[src/rtl/fetch_sequencer.sv]
// Program-counter sequencer: owns the PC, runs the start/done handshake,
// applies stalls and absolute/relative branches, and counts RUN cycles.
module fetch_sequencer #(
    parameter int unsigned       PW       = 16,
    parameter int unsigned       IW       = 9,
    parameter logic [PW-1:0]     START_PC = '0,
    parameter logic [IW-1:0]     HALT_OP  = '1
) (
    input  logic          CLK,
    input  logic          Reset_n,
    input  logic          Start,
    input  logic [IW-1:0] Inst,
    input  logic          Stall,
    input  logic          BranchAbs,
    input  logic          BranchRel,
    input  logic [PW-1:0] Target,
    output logic [PW-1:0] PC,
    output logic          InstValid,
    output logic          Done,
    output logic [15:0]   CycleCount
);

    typedef enum logic [1:0] {StIdle, StRun, StHalted} state_e;

    state_e        state_q, state_d;
    logic [PW-1:0] pc_q, pc_d;
    logic [15:0]   cycle_count_q, cycle_count_d;
    logic [15:0]   cycle_count_inc;

    always_ff @(posedge CLK) begin
        if (!Reset_n) begin
            state_q       <= StIdle;
            pc_q          <= START_PC;
            cycle_count_q <= '0;
        end else begin
            state_q       <= state_d;
            pc_q          <= pc_d;
            cycle_count_q <= cycle_count_d;
        end
    end

    // Saturating count: every RUN cycle counts, stalled or halting included.
    assign cycle_count_inc = (cycle_count_q == 16'hFFFF) ? cycle_count_q : cycle_count_q + 16'd1;

    always_comb begin
        state_d       = state_q;
        pc_d          = pc_q;
        cycle_count_d = cycle_count_q;
        case (state_q)
            StIdle, StHalted: begin
                if (Start) begin
                    state_d       = StRun;
                    pc_d          = START_PC;
                    cycle_count_d = '0;
                end
            end
            StRun: begin
                cycle_count_d = cycle_count_inc;
                if (Stall) begin
                    pc_d = pc_q;
                end else if (Inst == HALT_OP) begin
                    state_d = StHalted;
                end else if (BranchAbs) begin
                    pc_d = Target;
                end else if (BranchRel) begin
                    // Two's-complement add gives signed offset semantics modulo 2^PW.
                    pc_d = pc_q + Target;
                end else begin
                    pc_d = pc_q + {{(PW-1){1'b0}}, 1'b1};
                end
            end
            default: begin
                state_d = StIdle;
            end
        endcase
    end

    assign PC         = pc_q;
    assign InstValid  = (state_q == StRun);
    assign Done       = (state_q == StHalted);
    assign CycleCount = cycle_count_q;

endmodule
[config.mk]
export PLATFORM = sky130hd
export DESIGN_NAME = fetch_sequencer
export DESIGN_NICKNAME = d
export VERILOG_FILES = /design/src/rtl/fetch_sequencer.sv
export SDC_FILE = /design/constraint.sdc
export NUM_CORES = 1
export LEC_CHECK = 0
export ABC_AREA = 1
export BUFFER_PORTS_ARGS = -buffer_cell sky130_fd_sc_hd__buf_2
export CORE_MARGIN = 1.5
export CORE_UTILIZATION = 30
export CTS_CLUSTER_SIZE = 8
export DETAILED_ROUTE_END_ITERATION = 16
export GPL_TIMING_DRIVEN = 0
export SETUP_SLACK_MARGIN = 0.1
export SLEW_MARGIN = 25
export SYNTH_ARGS = -nofsm -noshare
export SYNTH_HDL_FRONTEND = slang
export SYNTH_SLANG_ARGS = --single-unit
[constraint.sdc]
create_clock -name CLK -period 3.28 [get_ports CLK]
set_input_delay 0.164 -clock CLK [delete_from_list [all_inputs] [get_ports CLK]]
set_output_delay 0.164 -clock CLK [all_outputs]
set_load 0.01 [all_outputs]
# Yosys cells after proc, flatten, opt, wreduce, memory -nomap -nowiden
# Index checks and enable logic that the tools add are counted.
# totals
register_bits,34
latchBits,0
mem_bits_rw,0
mem_bits_ro,0
out_inout_bits,34
elab_cells,33
n_memories,0
# classes
add_sub_neg,3
n_mul,0
div_mod_pow,0
order_cmp,0
eq_ne,9
shift,0
muxes,12
bitwise,0
reduce_logical,6
# ops
operator,count
2-to-1 mux 16 bit,6
one-hot mux 16 bit (2 select lines),2
"adder 16 x 1 -> 16 bit, second input constant",2
adder 16 bit,1
"== test 16 bit, second input constant",1
"== test 9 bit, second input constant",1
"!= test 2 bit, second input constant",4
2-to-1 mux 2 bit,3
AND reduction 3 bit,2
one-hot mux 2 bit (2 select lines),1
AND reduction 4 bit,1
"== test 2 x 1 -> 1 bit, second input constant",1
"== test 2 bit, second input constant",1
zero test 2 bit,1
"!= test 2 x 1 -> 1 bit, second input constant",1
nonzero test 2 bit,1
OR reduction 2 bit,1

# Logic depth before layout (Yosys ltp)
# Gate-level depths: netlist of the first run.
# depth
depth_word,6
depth_mapped,15

# Worst setup path before layout of the first run
# OpenSTA, ideal clock, no wires.
# synth_path
path_type,input to register
start,input BranchRel
end,"register pc_q[8], in the netlist PC[8]"
arrival_ps,1978
required_time_ps,3146
setup_slack_ps,1168
stages,14
path_buffers,2
cell_sequence,clkbuf_1 -> clkbuf_1 -> nand2_1 -> ha_1 -> fa_1 -> nand2_1 -> nand2_1 -> and2_1 -> nand2_1 -> nand2_1 -> xnor2_1 -> nand2_1 -> nand2_1 -> a21oi_1
# synth_via
elab_chain_len,5
# synth_lines
item,line_no,text
from (decl),15,"input logic BranchRel,"
2-to-1 mux 16 bit,65,end else if (BranchRel) begin
2-to-1 mux 16 bit,63,end else if (BranchAbs) begin
2-to-1 mux 16 bit,61,end else if (Inst == HALT_OP) begin
2-to-1 mux 16 bit,59,if (Stall) begin
one-hot mux 16 bit (2 select lines),49,case (state_q)
to (signal assigned),37,pc_q <= pc_d;
to (decl),26,"logic [PW-1:0] pc_q, pc_d;"
# No other way between the ends. The select of a mux whose other input is x is not followed.
# A chain may end at the register's enable or synchronous reset.

# Worst setup path in the final report of the first run
# layout_path
start,input BranchRel
end,"register pc_q[14], in the netlist PC[14]"
# Same word-level chain as after synthesis.

==> flow_metrics.py, run 1 <==
metrics = {
    "status": {
        "outcome": "complete, no violations",
    },
    "finish": {
        "layout_commonest_cell": "nand2_1",
        "n_antenna_cell": 0,
        "area_growth_pct": 18.9,
        "drive_gt1_share_pct": 16.9,
        "fin_nets": 598,
        "fillers": 1024,
        "layout_common_cells": "nand2_1, inv_1, buf_2",
        "finalNonFillerCells": 661,
    },
    "power": {
        "irDropWorstVdd_v": 0.000150,
        "p_clk_share_pct": 32.0,
        "power_frac_seq_pct": 43.9,
        "total_power_mw": 1.00,
        "p_int_uw": 659,
        "p_switching_uw": 343,
        "combPwrFrac_pct": 24.1,
        "power_density_nw_per_um2": 299,
        "p_sw_share_pct": 34.3,
        "p_leak_nw": 1.76,
    },
    "job": {
        "cap_violations": 0,
    },
    "route": {
        "wire_per_inst_um": 12.1,
        "vias": 3124,
        "drc": 0,
        "route.met2.wl_mm": 3.99,
        "final_antenna_net_count": 0,
        "met1_length_mm": 3.55,
        "wirelength_mm": 8.00,
        "viasPerCell": 4.73,
        "top_layer": "met4",
        "drt_pass1_iterations": 4,
        "drtIter0Drc": 111,
        "dr_wl_met3_um": 416,
    },
    "placed_design": {
        "gp_congestion": 0.838,
        "dp_hpwl_mm": 6.19,
        "placedCellCount": 654,
        "portBuffers": 63,
    },
    "critical_path": {
        "cp_slowest_cell": "clkbuf_1",
        "required_ps": 3440,
        "cpMostUsedCell": "nand2_1",
        "path_cells": "clkbuf_1 -> clkbuf_1 -> nand2_1 -> ha_1 -> fa_1 -> nand2_1 -> nand2_1 -> nand3b_1 -> nand2_1 -> nand2_1 -> nand2_1 -> nand2_1 -> nand3_1 -> nand2_1 -> a21oi_1",
        "critPathTopFamily": "simple AND/OR/NAND/NOR gates",
        "crit_type": "in2reg",
        "worstSetupStartpointType": "input port",
        "crit_path_max_incr_delay_ps": 490,
        "crit_buf_inv": 2,
        "cp-end-kind": "register",
        "worstPathMaxFanout": 10,
        "cp.arrival_ps": 2500,
    },
    "clocking": {
        "worstSkewPairLatency_ps": 300,
        "cts_resized": 0,
        "clkSinkCount": 34,
        "h-tree-depth": 2,
        "cts_tree": "yes",
        "clk_pin_slew_worst_paths_ps": 80,
        "post_cts_buffers": 0,
        "cts-root-buf": "clkbuf_8",
        "cts_buffers": 5,
        "cts_max_path_buffers": 2,
        "ctsHoldBuffers": 0,
    },
    "sta": {
        "worst_pin_slew_ps": 605,
        "fin_crit_ps": 2330,
        "fmax_ghz": 0.428,
        "setup_tns_ps": 0,
        "final-setup-viol-count": 0,
        "hold_viol_final": 0,
        "final_max_slew_viol_count": 0,
        "fin_skew_ps": 5.58,
        "period_share_pct": 71.2,
        "rsz0062_at_grt": "false",
        "relSlewSlack_pct": 59.7,
    },
    "die": {
        "dieWidth_um": 99.9,
        "core-area_sq_um": 9150,
        "initial_core_util_pct": 30.8,
        "boundaryPins": 65,
        "dieArea_sq_um": 9970,
        "fp-row-count": 35,
        "chipHeight_um": 99.9,
    },
    "yosys": {
        "synth.distinct_cells": 30,
        "syn_avg_cell_area_sq_um": 5.86,
        "synth_seq_cells": 34,
        "syn-instance-count": 480,
        "yosys_warnings": 0,
        "ys_seq_area_share_pct": 24.2,
        "synth_nets": 528,
        "synth_area_sq_um": 2820,
    },
    "grt": {
        "antenna_found_initial": 0,
        "grt_pass1_wl_mm": 13.6,
        "grt_max_degree": 11,
        "globalRouteOverflowTotal": 0,
        "grt_pass1_vias": 2891,
        "gr-usage-all-layers_pct": 16.9,
    },
    "worst_hold_path": {
        "worstHoldPathType": "in2reg",
    },
}
==> synth_stat cells <==
cell type / n / area [sq um]
nand2_1: 159 / 597
ha_1: 16 / 200
nand2_2: 3 / 18.8
clkinv_1: 1 / 3.75
nand2_4: 3 / 33.8
nand3b_1: 3 / 22.5
or2_2: 4 / 25.0
a21boi_0: 1 / 7.51
o21ai_0: 9 / 45.0
buf_6: 2 / 22.5
nand4_1: 6 / 37.5
fa_1: 1 / 20.0
a21oi_2: 1 / 8.76
nand3_1: 34 / 170
and2_1: 1 / 6.26
inv_1: 68 / 255
nor2_4: 3 / 33.8
buf_2: 1 / 5.00
dfxtp_1: 34 / 681
buf_1: 1 / 3.75
a21oi_1: 34 / 170
xor2_1: 8 / 70.1
clkbuf_1: 5 / 18.8
o211ai_1: 6 / 45.0
nor2_1: 61 / 229
xnor2_1: 3 / 26.3
nor3_1: 4 / 20.0
a211oi_1: 2 / 15.0
inv_2: 5 / 18.8
clkinv_2: 1 / 5.00
==> tightest hold or removal path: cells and delay by family <==
family,cells,cell delay [ps]
buffers and inverters,2,110
and+or+nand+nor,1,60
AOI/OAI and AO/OA,1,50
==> flip-flops by register name (all words and copies together) (netlist names) <==
name,cells
state_q,2
CycleCount,16
PC,16
==> kinds of logic (layout without fill, tap and decap cells) <==
group           after synthesis  after routing  share of synthesized area, %
simple gates                281            281                          42.4
buf+inv                      84            154                          11.8
xor+xnor                     11             11                          3.42
fa+ha+maj                    17             17                          7.82
compound gates               53             53                          10.4
flops                        34             34                          24.2
==> stage by stage <==
step / utilization [%] / instance area, sq um / hold slack [ps] / worst slack (ps)
finish: 36.6 / 3350 / 138 / 946
floorplan: - / 2820 / 289 / 1170
detailed placement: 35.7 / 3270 / 454 / 619
CTS: 36.6 / 3350 / 138 / 944
global placement: 35.7 / 3270 / 449 / 646
global route: 36.6 / 3350 / 156 / 749
==> power by group through the flow <==
stage / sequential [mW] / clock (mW) / combinational (mW)
finish: 0.440 / 0.321 / 0.241
global route: 0.442 / 0.347 / 0.275
CTS: 0.440 / 0.333 / 0.244
detailed placement: 0.450 / 0 / 0.242
global placement: 0.450 / 0 / 0.239
floorplan: 0.453 / 0 / 0.157
==> layout make-up <==
| type | count | area [sq um] | area share, % |
|---|---|---|---|
| plain buffers | 9 | 50.0 | 1.49 |
| clock buffers | 5 | 68.8 | 2.06 |
| clock inverters | 2 | 10.0 | 0.299 |
| inverters | 75 | 283 | 8.45 |
| multi-input cells | 362 | 1800 | 53.8 |
| flip-flops and latches | 34 | 681 | 20.3 |
| well taps | 111 | 139 | 4.15 |
| repair buffers | 63 | 315 | 9.42 |
==> final timing paths <==
path                                    to  depth (start not counted)  slack [ps]      start
worst max-delay path                PC[14]                         15         950  BranchRel
worst max register to register      PC[14]                         12        1360      PC[0]
worst min register to register       PC[8]                          2         490      PC[8]
worst min-delay path            state_q[1]                          4         140      Start
==> per-layer routing <==
layer	track usage [%]	vias up
met4	2.28	0
met2	30.8	80
met1	20.9	1404
met5	0	-
li1	-	1634
met3	3.34	6
Note: power is estimated with default switching activity, not from simulation.
==> inputs of run 2 (changes only) <==
--- a/config.mk
+++ b/config.mk
@@ -5,7 +5,7 @@
 export SDC_FILE = /design/constraint.sdc
 export NUM_CORES = 1
 export LEC_CHECK = 0
-export ABC_AREA = 1
+export ABC_AREA = 0
 export BUFFER_PORTS_ARGS = -buffer_cell sky130_fd_sc_hd__buf_2
 export CORE_MARGIN = 1.5
 export CORE_UTILIZATION = 30
==> constraint.sdc (replaced) <==
create_clock -name CLK -period 1.9 [get_ports CLK]
set_input_delay 0.095 -clock CLK [delete_from_list [all_inputs] [get_ports CLK]]
set_output_delay 0.095 -clock CLK [all_outputs]
set_load 0.01 [all_outputs]
==> run 2 against run 1 <==
Compared with the run above:
- the flow now finishes with violations (setup timing)
- routed wire length decreased by 4.9%
- synthesized cell count decreased by 32%
- worst setup slack got worse by 1000 ps
- cell count decreased by 22%
- clock-buffer cell count increased by 1
- combinational power increased by 77%
- core utilization increased by 5.7 points
- clock skew increased by 0.64 ps
- sequential share of layout area decreased by 0.39 points
- sequential power increased by 70%
- critical endpoint is now PC[13]
- largest cell class unchanged
==> flow_metrics.py, run 2 <==
metrics = {
    "route": {
        "wire_per_inst_um": 14.8,
        "wirelength_mm": 7.61,
        "viasPerCell": 5.25,
        "drc": 0,
        "vias": 2694,
        "drtIter0Drc": 188,
        "final_antenna_net_count": 0,
        "drt_pass1_iterations": 4,
    },
    "yosys": {
        "syn-instance-count": 325,
        "synth.area.top_cells": "dfxtp_1, ha_1, a21oi_1, nor2_1, xnor2_1",
        "synth-edff-count": 0,
        "postSynth.asyncResetShare_pct": 0,
        "syn_avg_cell_area_sq_um": 7.88,
        "synth_area_sq_um": 2560,
        "synth_nets": 373,
        "ys_seq_area_share_pct": 26.6,
        "yosysTopAreaCellShare_pct": 26.6,
        "ys.flop_type": "dfxtp_1",
        "yosysTopAreaCell": "dfxtp_1",
        "yosys_warnings": 0,
        "synth_common_cells": "a21oi_1, dfxtp_1, nor2_1",
        "synth.distinct_cells": 55,
        "synth_seq_cells": 34,
    },
    "grt": {
        "grt-busiest-layer": "met2",
        "gr-usage-all-layers_pct": 16.5,
        "antenna_found_initial": 0,
        "globalRouteMet3Util_pct": 3.03,
        "met1_usage_pct": 21.3,
        "grt_pass1_wl_mm": 11.7,
        "use_met2_pct": 27.5,
        "grt_max_degree": 12,
        "grt_pass1_vias": 2455,
        "globalRouteOverflowTotal": 0,
    },
    "worst_hold_path": {
        "whs_path_depth": 3,
        "holdPathEnd": "state_q[0]",
        "min-delay-start": "Stall",
        "worstHoldPathType": "in2reg",
    },
    "critical_path": {
        "cp.arrival_ps": 2170,
        "r2r-start": "PC[1]",
        "reg2reg_depth": 7,
        "cp-end-kind": "register",
        "path_cells": "ha_4 -> a211oi_4 -> o31ai_4 -> a221o_1 -> a21boi_2 -> o211a_1 -> nor4_1",
        "crit_path_max_incr_delay_ps": 360,
        "path_depth": 7,
        "required_ps": 2090,
        "crit_buf_inv": 0,
        "worstSetupStartpointType": "register",
        "critPathTopFamily": "compound AO/OA/AOI/OAI gates",
        "cp_slowest_cell": "dfxtp_4",
        "worstPathMaxFanout": 4,
        "worstReg2RegEnd": "PC[13]",
        "crit_type": "reg2reg",
        "r2r_slack_ps": -80,
    },
    "finish": {
        "drive_gt1_share_pct": 37.0,
        "multiInputGateArea_sq_um": 2060,
        "fin_nets": 455,
        "layout_common_cells": "buf_2, nor2_1, a21oi_1",
        "fillers": 860,
        "area_growth_pct": 36.2,
        "n_antenna_cell": 0,
        "layout_commonest_cell": "buf_2",
        "regArea_sq_um": 696,
        "final_area_sq_um": 3490,
    },
    "power": {
        "p_clk_share_pct": 33.7,
        "irDropWorstVdd_v": 0.000246,
        "combPwrFrac_pct": 24.0,
        "power_frac_seq_pct": 42.3,
        "power_density_nw_per_um2": 508,
        "total_power_mw": 1.77,
        "p_int_mw": 1.21,
        "p_leak_nw": 1.48,
        "p_sw_share_pct": 32.0,
        "p_switching_uw": 567,
    },
    "die": {
        "fp-row-count": 33,
        "dieWidth_um": 95.4,
        "dieArea_sq_um": 9100,
        "boundaryPins": 65,
        "initial_core_util_pct": 31.0,
        "chipHeight_um": 95.4,
        "core-area_sq_um": 8260,
    },
    "clocking": {
        "cts_buffers": 5,
        "cts_tree": "yes",
        "clkSinkCount": 34,
        "clk_pin_slew_worst_paths_ps": 80,
        "cts_max_path_buffers": 2,
        "worstSkewPairLatency_ps": 290,
        "cts-root-buf": "clkbuf_8",
        "h-tree-depth": 2,
    },
    "placed_design": {
        "portBuffers": 64,
        "dp_slack_ps": -556,
        "dp_hpwl_mm": 5.64,
        "gp_congestion": 0.904,
        "postPlaceCellArea_sq_um": 3100,
    },
    "sta": {
        "final_max_slew_viol_count": 0,
        "fin_skew_ps": 6.22,
        "worst_pin_slew_ps": 687,
        "relSlewSlack_pct": 54.2,
        "worst_slack_ps": -80.1,
        "hold_viol_final": 0,
        "fin_crit_ps": 1980,
        "fmax_ghz": 0.505,
        "period_share_pct": 104,
        "final-setup-viol-count": 8,
        "rsz0062_at_grt": "true",
        "whs_ps": 81.7,
    },
    "status": {
        "outcome": "finished, violations left",
        "violations": "setup timing",
    },
    "job": {
        "cap_violations": 0,
    },
}
==> run 2: changes by cell type after synthesis, moves of 9 or more <==
cell / previous run / this run
a31oi_1: 0 / 9
and2_1: 1 / 15
inv_1: 68 / 10
nand2_1: 159 / 27
nand3_1: 34 / 14
nor2_1: 61 / 31
nor3_1: 4 / 14
xnor2_1: 3 / 13
==> run 2: how the worst max path moves through the flow <==
stage               from     end  slack, ps
6_report           PC[1]  PC[13]        -80
3_3_place_gp   BranchRel  PC[15]       -500
2_1_floorplan      PC[0]  PC[12]         50
3_5_place_dp   BranchRel  PC[15]       -560
4_1_cts            PC[1]  PC[13]       -140
5_1_grt            PC[0]   PC[6]       -180
==> run 2: tightest hold or removal path: stages <==
cell and delay (ps):
buf_2 130, nand2_1 60, a21oi_1 50
==> run 2: final cells by class <==
cell class | count | share of cell area [%]
buffer | 12 | 1.87
clock buffer | 6 | 2.37
tap | 105 | 3.77
timing repair buffer | 75 | 11.5
multi-input combinational | 268 | 59.0
sequential | 34 | 19.9
inverter | 11 | 1.18
clock inverter | 2 | 0.359
==> run 2: power by group through the flow <==
stage | clock network, mW | registers [mW] | logic (mW)
2_1_floorplan | 0 | 0.768 | 0.245
3_3_place_gp | 0 | 0.764 | 0.368
6_report | 0.597 | 0.749 | 0.426
4_1_cts | 0.615 | 0.746 | 0.394
5_1_grt | 0.641 | 0.753 | 0.468
3_5_place_dp | 0 | 0.764 | 0.373
==> run 2: per-layer routing <==
metal  part of all wire (%)  vias to the layer above  wire (um)
li1                       -                     1355          -
met1                     46                     1258       3490
met2                     47                       68       3540
met3                    5.3                       13        403
met4                    2.2                        0        169
met5                      0                        -          0
==> run 2: repair_timing <==
item,4_1_cts,5_1_grt
hold buffers,0,0
setup buffers,9,2
gates cloned,0,0
endpoints found under the hold margin,0,0
setup endpoints to repair,16,26
gates resized for setup,14,41
pin swaps,16,19
==> run 2: cells by family (layout without fill, tap and decap cells) <==
| group | Yosys count | after routing | share of synthesized area, % |
|---|---|---|---|
| and+or+nand+nor | 133 | 133 | 26.5 |
| AOI/OAI and AO/OA | 93 | 93 | 25.8 |
| DFF | 34 | 34 | 26.6 |
| buffers and inverters | 23 | 106 | 3.71 |
| xor gates and xnor gates | 20 | 20 | 6.84 |
| adders and majority gates | 17 | 17 | 8.60 |
| muxes | 5 | 5 | 1.95 |
==> run 2: metrics by stage <==
stage	instances	setup TNS (ps)	util, %
after detailed placement	494	-3670	37.6
after global placement	494	-3270	37.6
final	513	-393	42.2
after global routing	513	-1110	42.2
after floorplan	325	0	-
after CTS	511	-565	40.2
